### src/rtl/vga_timing_pkg.sv
// Shared 640x480@60 timing constants and the 2-bit phase encoding used by the
// H and V phase trackers.
package vga_timing_pkg;

    localparam int unsigned CNT_W    = 11;

    localparam int unsigned H_ACTIVE = 640;
    localparam int unsigned H_FP     = 16;
    localparam int unsigned H_SYNC   = 96;
    localparam int unsigned H_BP     = 48;
    localparam int unsigned H_TOTAL  = H_ACTIVE + H_FP + H_SYNC + H_BP;

    localparam int unsigned V_ACTIVE = 480;
    localparam int unsigned V_FP     = 10;
    localparam int unsigned V_SYNC   = 2;
    localparam int unsigned V_BP     = 33;
    localparam int unsigned V_TOTAL  = V_ACTIVE + V_FP + V_SYNC + V_BP;

    typedef enum logic [1:0] {
        PhActive = 2'd0,
        PhFront  = 2'd1,
        PhSync   = 2'd2,
        PhBack   = 2'd3
    } phase_e;

endpackage

### src/rtl/vga_phase_fsm.sv
// Tracks one axis through ACTIVE -> FRONT -> SYNC -> BACK. The registered phase
// always belongs to the count captured on the same edge.
module vga_phase_fsm
    import vga_timing_pkg::*;
#(
    parameter int unsigned CNT_W = 11,
    parameter int unsigned ACT   = 640,
    parameter int unsigned FP    = 16,
    parameter int unsigned SYNC  = 96,
    parameter int unsigned BP    = 48
) (
    input  logic             Clk,
    input  logic             reset,
    input  logic             adv,
    input  logic             eval,
    input  logic             resync,
    input  logic [CNT_W-1:0] cnt,
    output logic [1:0]       phase,
    output logic             in_range
);

    localparam logic [CNT_W-1:0] FrontAt = CNT_W'(ACT);
    localparam logic [CNT_W-1:0] SyncAt  = CNT_W'(ACT + FP);
    localparam logic [CNT_W-1:0] BackAt  = CNT_W'(ACT + FP + SYNC);
    localparam logic [CNT_W-1:0] Total   = CNT_W'(ACT + FP + SYNC + BP);

    phase_e state_q, state_d, decoded;

    // Phase implied by the count alone; used to recover after a bad sequence.
    always_comb begin
        decoded = PhBack;
        if (cnt < FrontAt) begin
            decoded = PhActive;
        end else if (cnt < SyncAt) begin
            decoded = PhFront;
        end else if (cnt < BackAt) begin
            decoded = PhSync;
        end
    end

    always_comb begin
        state_d = state_q;
        if (resync) begin
            state_d = decoded;
        end else if (eval) begin
            case (state_q)
                PhActive: if (cnt == FrontAt) state_d = PhFront;
                PhFront:  if (cnt == SyncAt)  state_d = PhSync;
                PhSync:   if (cnt == BackAt)  state_d = PhBack;
                PhBack:   if (cnt == '0)      state_d = PhActive;
                default:  state_d = state_q;
            endcase
        end
    end

    always_ff @(posedge Clk) begin
        if (reset) begin
            state_q <= PhActive;
        end else if (adv) begin
            state_q <= state_d;
        end
    end

    assign phase    = state_q;
    assign in_range = cnt < Total;

endmodule

### src/rtl/vga_sync_timing.sv
// Two-stage VGA sync decoder: stage 1 captures counts and phases, stage 2 drives
// sync, blanking, pixel coordinates, strobes and the frame counter.
module vga_sync_timing
    import vga_timing_pkg::*;
#(
    parameter int unsigned CNT_W    = vga_timing_pkg::CNT_W,
    parameter int unsigned H_ACTIVE = vga_timing_pkg::H_ACTIVE,
    parameter int unsigned H_FP     = vga_timing_pkg::H_FP,
    parameter int unsigned H_SYNC   = vga_timing_pkg::H_SYNC,
    parameter int unsigned H_BP     = vga_timing_pkg::H_BP,
    parameter int unsigned V_ACTIVE = vga_timing_pkg::V_ACTIVE,
    parameter int unsigned V_FP     = vga_timing_pkg::V_FP,
    parameter int unsigned V_SYNC   = vga_timing_pkg::V_SYNC,
    parameter int unsigned V_BP     = vga_timing_pkg::V_BP,
    parameter logic        SYNC_POL = 1'b0
) (
    input  logic             Clk,
    input  logic             reset,
    input  logic             pix_en,
    input  logic [CNT_W-1:0] h_cnt,
    input  logic [CNT_W-1:0] v_cnt,
    output logic             hsync,
    output logic             vsync,
    output logic             video_on,
    output logic [9:0]       pixel_x,
    output logic [9:0]       pixel_y,
    output logic             line_start,
    output logic             frame_start,
    output logic [7:0]       frame_cnt,
    output logic             cnt_err
);

    localparam int unsigned      HTot  = H_ACTIVE + H_FP + H_SYNC + H_BP;
    localparam int unsigned      VTot  = V_ACTIVE + V_FP + V_SYNC + V_BP;
    localparam logic [CNT_W-1:0] HLast = CNT_W'(HTot - 1);
    localparam logic [CNT_W-1:0] VLast = CNT_W'(VTot - 1);

    logic             s1_valid_q, s1_bad_q;
    logic [CNT_W-1:0] s1_h_q, s1_v_q;
    logic [1:0]       h_phase, v_phase;
    logic             h_in_range, v_in_range;
    logic             h_zero, h_seq_ok, v_step_ok, v_seq_ok, bad, resync;

    logic       hsync_q, vsync_q, video_on_q, line_start_q, frame_start_q, cnt_err_q;
    logic [9:0] pixel_x_q, pixel_y_q;
    logic [7:0] frame_cnt_q;
    logic       hsync_d, vsync_d, video_on_d, line_start_d, frame_start_d;
    logic [9:0] pixel_x_d, pixel_y_d;

    // Sequence check against the previously captured counts.
    always_comb begin
        h_zero    = h_cnt == '0;
        h_seq_ok  = (s1_h_q == HLast) ? h_zero : (h_cnt == s1_h_q + 1'b1);
        v_step_ok = (s1_v_q == VLast) ? (v_cnt == '0) : (v_cnt == s1_v_q + 1'b1);
        v_seq_ok  = (v_cnt == s1_v_q) || (h_zero && v_step_ok);
        bad       = !h_in_range || !v_in_range || (s1_valid_q && !(h_seq_ok && v_seq_ok));
        // Before the first capture the FSMs know nothing, so lock them to the counts.
        resync    = bad || !s1_valid_q;
    end

    vga_phase_fsm #(
        .CNT_W (CNT_W),
        .ACT   (H_ACTIVE),
        .FP    (H_FP),
        .SYNC  (H_SYNC),
        .BP    (H_BP)
    ) u_h_fsm (
        .Clk      (Clk),
        .reset    (reset),
        .adv      (pix_en),
        .eval     (1'b1),
        .resync   (resync),
        .cnt      (h_cnt),
        .phase    (h_phase),
        .in_range (h_in_range)
    );

    vga_phase_fsm #(
        .CNT_W (CNT_W),
        .ACT   (V_ACTIVE),
        .FP    (V_FP),
        .SYNC  (V_SYNC),
        .BP    (V_BP)
    ) u_v_fsm (
        .Clk      (Clk),
        .reset    (reset),
        .adv      (pix_en),
        .eval     (h_zero),
        .resync   (resync),
        .cnt      (v_cnt),
        .phase    (v_phase),
        .in_range (v_in_range)
    );

    always_ff @(posedge Clk) begin
        if (reset) begin
            s1_valid_q <= 1'b0;
            s1_bad_q   <= 1'b0;
            s1_h_q     <= '0;
            s1_v_q     <= '0;
        end else if (pix_en) begin
            s1_valid_q <= 1'b1;
            s1_bad_q   <= bad;
            s1_h_q     <= h_cnt;
            s1_v_q     <= v_cnt;
        end
    end

    always_comb begin
        hsync_d       = (h_phase == PhSync && !s1_bad_q) ? SYNC_POL : ~SYNC_POL;
        vsync_d       = (v_phase == PhSync && !s1_bad_q) ? SYNC_POL : ~SYNC_POL;
        video_on_d    = h_phase == PhActive && v_phase == PhActive && !s1_bad_q;
        pixel_x_d     = video_on_d ? s1_h_q[9:0] : 10'd0;
        pixel_y_d     = video_on_d ? s1_v_q[9:0] : 10'd0;
        line_start_d  = !s1_bad_q && s1_h_q == '0;
        frame_start_d = line_start_d && s1_v_q == '0;
    end

    always_ff @(posedge Clk) begin
        if (reset) begin
            hsync_q       <= ~SYNC_POL;
            vsync_q       <= ~SYNC_POL;
            video_on_q    <= 1'b0;
            pixel_x_q     <= '0;
            pixel_y_q     <= '0;
            line_start_q  <= 1'b0;
            frame_start_q <= 1'b0;
            frame_cnt_q   <= '0;
            cnt_err_q     <= 1'b0;
        end else begin
            line_start_q  <= 1'b0;
            frame_start_q <= 1'b0;
            if (pix_en && s1_valid_q) begin
                hsync_q       <= hsync_d;
                vsync_q       <= vsync_d;
                video_on_q    <= video_on_d;
                pixel_x_q     <= pixel_x_d;
                pixel_y_q     <= pixel_y_d;
                line_start_q  <= line_start_d;
                frame_start_q <= frame_start_d;
                cnt_err_q     <= cnt_err_q | s1_bad_q;
                if (frame_start_d) begin
                    frame_cnt_q <= frame_cnt_q + 8'd1;
                end
            end
        end
    end

    assign hsync       = hsync_q;
    assign vsync       = vsync_q;
    assign video_on    = video_on_q;
    assign pixel_x     = pixel_x_q;
    assign pixel_y     = pixel_y_q;
    assign line_start  = line_start_q;
    assign frame_start = frame_start_q;
    assign frame_cnt   = frame_cnt_q;
    assign cnt_err     = cnt_err_q;

endmodule

### config.mk
export PLATFORM = sky130hd
export DESIGN_NAME = vga_sync_timing
export DESIGN_NICKNAME = d
export VERILOG_FILES = /design/src/rtl/vga_timing_pkg.sv /design/src/rtl/vga_phase_fsm.sv /design/src/rtl/vga_sync_timing.sv
export SDC_FILE = /design/constraint.sdc
export NUM_CORES = 1
export LEC_CHECK = 0
export CORE_ASPECT_RATIO = 1.1
export CORE_MARGIN = 4
export CORE_UTILIZATION = 40
export DETAILED_ROUTE_END_ITERATION = 7
export GPL_ROUTABILITY_DRIVEN = 0
export GPL_TIMING_DRIVEN = 0
export SLEW_MARGIN = 20
export SYNTH_ARGS = -nofsm -noshare
export SYNTH_HDL_FRONTEND = slang
export SYNTH_SLANG_ARGS = --single-unit
export TNS_END_PERCENT = 10
### constraint.sdc
create_clock -name Clk -period 4.6 [get_ports Clk]
set_clock_uncertainty 0.05 [all_clocks]
set_input_delay 1.15 -clock Clk [delete_from_list [all_inputs] [get_ports Clk]]
set_output_delay 1.15 -clock Clk [all_outputs]
set_load 0.005 [all_outputs]
**Yosys cells after proc, flatten, opt, wreduce, memory -nomap -nowiden**

Cells that the tools add are included.

- Bits in registers: 62
- Bits in latches: 0
- Bits in writable memories: 0
- ROM bits: 0
- Input port bits: 25
- Logic and storage cells: 108
- Memories: 0

- Add/sub/neg operators: 3
- $mul: 0
- Divide/modulo/power cells: 0
- Magnitude comparators: 8
- Eq/ne operators: 25
- Shift-type cells: 0
- Mux-type cells: 25
- Bitwise gates (word level): 2
- Reductions and logical operators: 30

Operators by type and width:

| cell | count |
|---|---|
| equality test 11 x 10 -> 1 bit, second input constant | 5 |
| less-than comparator 11 x 10 -> 1 bit, second input constant | 5 |
| zero test 11 bit | 4 |
| equality test 11 bit | 3 |
| equality test 11 x 9 -> 1 bit, second input constant | 3 |
| less-than comparator 11 x 9 -> 1 bit, second input constant | 3 |
| 2-to-1 mux 2 bit | 15 |
| adder 11 x 1 -> 11 bit, second input constant | 2 |
| 2-to-1 mux 10 bit | 2 |
| inequality test 3 x 2 -> 1 bit, second input constant | 6 |
| one-hot mux 2 bit (4 select lines) | 2 |
| logical AND 1 bit | 10 |
| adder 8 x 1 -> 8 bit, second input constant | 1 |
| equality test 2 bit, second input constant | 4 |
| 2-to-1 mux 1 bit | 6 |
| inequality test 3 bit, second input constant | 2 |
| AND reduction 6 bit | 1 |
| zero test 1 bit | 5 |
| AND reduction 5 bit | 1 |
| equality test 2 x 1 -> 1 bit, second input constant | 2 |
| zero test 2 bit | 2 |
| logical OR 1 bit | 4 |
| AND reduction 2 bit | 1 |
| nonzero test 2 bit | 1 |
| other kinds (3) | 3 |

**Logic depth before layout (Yosys ltp)**

- Depth in word-level cells: 12
- Mapped depth: 10
- Depth with buffers taken out: 10

**Modules after synthesis**

A second synthesis with hierarchy kept.

- Cell total of the unflattened synthesis: 445
- Area, all modules: 3752.3 um^2

By module, submodules not included:

| module | times used | cells an instance | area each (um^2) | seq. area each (um^2) |
|---|---|---|---|---|
| vga_sync_timing | 1 | 360 | 3096.7 | 1161.1 |
| vga_phase_fsm at u_v_fsm | 1 | 45 | 329.1 | 40.0 |
| vga_phase_fsm at u_h_fsm | 1 | 40 | 326.6 | 40.0 |

**Least setup slack after synthesis**

No wires, ideal clock.

- Kind: in2reg
- Start point: in h_cnt[5]
- End point: reg u_h_fsm.state_q[1], in the netlist u_h_fsm.phase[1]
- Library setup time: 0.086 ns
- Arrival: 3.240 ns
- Required time: 4.464 ns
- Setup slack: 1.224 ns
- Cell stages on the path: 9
- Path buffers: 1
- Path through: buf_6 or3_4 nand4b_4 nor4_2 nand4_1 o31ai_2 o2111ai_2 mux2_4 a221oi_2

- Word-level cells in the longest chain between the ends: 10
- Elaborated cells on any way between the ends: 26
- Classes of those cells: order compare: 3; eq/ne: 8; mux: 4; reduce/logical: 11

Ends and longest elaborated chain:

| what | line | source |
|---|---|---|
| from (decl) | vga_sync_timing.sv:20 | `input logic [CNT_W-1:0] h_cnt,` |
| parallel branches: the longest is 10 deep, another holds less-than comparator 11 x 10 -> 1 bit | - |  |
| to (signal assigned) | vga_phase_fsm.sv:58 | `state_q <= PhActive;` |
| to (signal assigned) | vga_phase_fsm.sv:60 | `state_q <= state_d;` |
| to (decl) | vga_phase_fsm.sv:27 | `phase_e state_q, state_d, decoded;` |

Several ways; the timed one is not identified.
A chain may end at the register's enable or synchronous reset.

**Worst setup path in the final report**

- Start point: in h_cnt[4]
- End point: reg u_h_fsm.state_q[1], in the netlist u_h_fsm.phase[1]

The elaborated chain is that of the path after synthesis.

==> run metrics <==
clk_lat worst skew=0.34 ns; syn avg cell area=8.535 sq um; syn_nets=471; post-synthesis compound-gate area fraction=14.18%; largest net degree at the start of global routing=13; commonest non-fill, non-tap cells in the layout=nor2_1, dfxtp_1, clkdlybuf4s50_1; Worst-Margin Slew=0.8089 ns; min-delay worst type=flip-flop to flip-flop; Synth Instances=431; Post-Syn Area=3679 sq um; Synth Register Bits=62; post_cts resized=0; CP required=4.80 ns; Root Driver=clkbuf_8; CTS max path bufs=2; P_sw=0.0003714 W; Area contributors post-synth=dfxtp_1, mux2i_1, nor2_1; Port Buf Inserts=51; CTS tree=done; Worst setup EP type=flip-flop; number of vias per cell=5.438; drt pass-1 iters=4; Reg clk slew, reported paths=0.07 ns; H-tree Lvls=3; Layout area overhead=23.13%; achievable clock frequency=0.2549 GHz; Final Hold Vio Count=0; Pwr per Cell Area=278.9 nW/um^2; Max-slew headroom=46.08%; dpl cell area=4332 sq um; Hold-fix buffers, CTS=0; Switching Fraction=29.40%; Sum Neg Setup Slack=0 ns; I/O pin total=59; Global Route Usage Sum=18.92%; Max Cap Viol=0; post-DP HPWL=7.109 mm; final period utilization=85.27%; ANT cells=0; initial antenna violation count=0; post-synthesis adder-cell area fraction=5.102%; post-synthesis simple-gate area fraction=24.66%; yosys warns=0; total number of vias=3,328; Synth cell types=62; Die Wd=99.44 microns; Tot Pwr=0.001263 W; P_int=0.0008919 W; WL final=9.719 mm; multiplexer share of the synthesized area=8.639%; Rows=36; peak supply drop=0.0001564 V; Initial Util=41.25%; Core Region=8919 sq um; Remaining DRCs=0; Synth Area in XOR/XNOR=8.571%; Initial DRC Count=161; CP Launch Type=input pin; Lkg Pwr=1.739 nW; largest family of logic cells by synthesized area=simple AND/OR/NAND/NOR gates; ys async rst share=0%; Synth Flop Type=dfxtp_1; ANT nets after route=0; Post-CTS Setup Bufs=0; Clk pwr share=38.8%; # clock sinks=62; Gate power share=16.0%; Nets=533; Vert. Die Dim=108.6 microns; critical-path maximum fanout=7; RSZ-0062 raised after global routing=no; critical path class=input pin to flip-flop; Worst EP arrival=4.13 ns; sequential cell fraction of total power=45.2%; first-pass GRT wire length=16.46 mm; total CTS buffers=9; max-slew violation count=0; WL per Instance=15.88 microns; top cell type's share of synthesized area=33.74%; setup violators final=0; number of global-route vias before repair=3,329; commonest non-fill, non-tap cell in the layout=nor2_1; Yosys top cell by area=dfxtp_1; min cycle time layout=3.922 ns; Post-synth EDFFs=0; register area share after synthesis=33.74%; fin area=4529 sq um; layout cells sized above 1=7.631%; die area=10,800 sq um; GRT Residual Overflow=0; status=completed
[cells by family after synthesis]
| kind of cell | after synthesis |
|---|---|
| XOR/XNOR | 36 |
| buffers and inverters | 46 |
| multiplexers | 31 |
| adder cells (fa/ha/maj) | 15 |
| AO/OA/AOI/OAI | 69 |
| AND/OR/NAND/NOR | 172 |
| flip-flops | 62 |
[critical path, cell delays in order]
cell,delay (ns)
clkdlybuf4s50_1,0.53
or3_4,0.46
nand4b_4,0.24
nor4_2,0.30
nand4_1,0.14
o31ai_2,0.35
o2111ai_2,0.31
mux2_4,0.38
a221oi_2,0.26
[state kept, by name (all words and copies together), names as in the netlist, 2 cells and up]
signal,flops
pixel_x,10
s1_v_q,11
frame_cnt,8
pixel_y,10
s1_h_q,11
u_v_fsm.phase,2
u_h_fsm.phase,2
[routing by layer]
| metal | share of wire (%) | global-route usage [%] |
|---|---|---|
| met5 | 0 | 0 |
| met4 | 0.85 | 3.902 |
| met3 | 3.8 | 4.581 |
| met2 | 48 | 31.57 |
| met1 | 47 | 24.89 |
[cell type report]
| type | instances | area, sq um |
|---|---|---|
| Fill cell | 886 | 4389 |
| Multi-Input combinational cell | 323 | 2250 |
| Sequential cell | 62 | 1241 |
| Timing Repair Buffer | 51 | 510.5 |
| Buffer | 36 | 150.1 |
| Tap cell | 114 | 142.6 |
| Clock buffer | 9 | 123.9 |
| Clock inverter | 7 | 73.82 |
| Inverter | 10 | 37.54 |
[Yosys cell counts, drive strengths merged (8+ instances only)]
| library cell | n |
|---|---|
| nand2 | 14 |
| nor3 | 11 |
| xor2 | 23 |
| nor2b | 8 |
| nand4 | 11 |
| a21oi | 9 |
| dfxtp | 62 |
| ha | 15 |
| nand3 | 18 |
| nor2 | 72 |
| o21ai | 11 |
| mux2i | 28 |
| a22oi | 20 |
| clkbuf | 30 |
| inv | 10 |
| xnor2 | 13 |
[final timing paths]
path | startpoint | to | slack [ns] | cells after the start
min | cnt_err$_SDFFE_PP0P_ | cnt_err$_SDFFE_PP0P_ | 0.43 | 2
max reg2reg | s1_h_q[0]$_SDFFE_PP0P_ | u_h_fsm.phase[1]$_SDFFE_PP0P_ | 1.50 | 9
max | h_cnt[4] | u_h_fsm.phase[1]$_SDFFE_PP0P_ | 0.68 | 9
min reg2reg | cnt_err$_SDFFE_PP0P_ | cnt_err$_SDFFE_PP0P_ | 0.43 | 2
[through the flow]
stage,utilization [%],hold WS [ns],instances,setup WS (ns)
floorplan,-,0.4105,431,1.224
global placement,48.57,0.4183,596,0.3734
finish,50.79,0.4287,612,0.6775
CTS,50.79,0.4368,612,0.7000
global route,50.79,0.4679,612,0.5078
detailed placement,48.57,0.4199,596,0.3443
[power groups by stage]
| stage | clock network [W] | registers, W | logic, W |
|---|---|---|---|
| 2_1_floorplan | 0 | 0.000579 | 0.000138 |
| 5_1_grt | 0.000529 | 0.000574 | 0.000225 |
| 3_3_place_gp | 0 | 0.000583 | 0.000197 |
| 3_5_place_dp | 0 | 0.000584 | 0.000201 |
| 4_1_cts | 0.000501 | 0.000571 | 0.000202 |
| 6_report | 0.000490 | 0.000571 | 0.000202 |
Note: power is estimated with default switching activity, not from simulation.
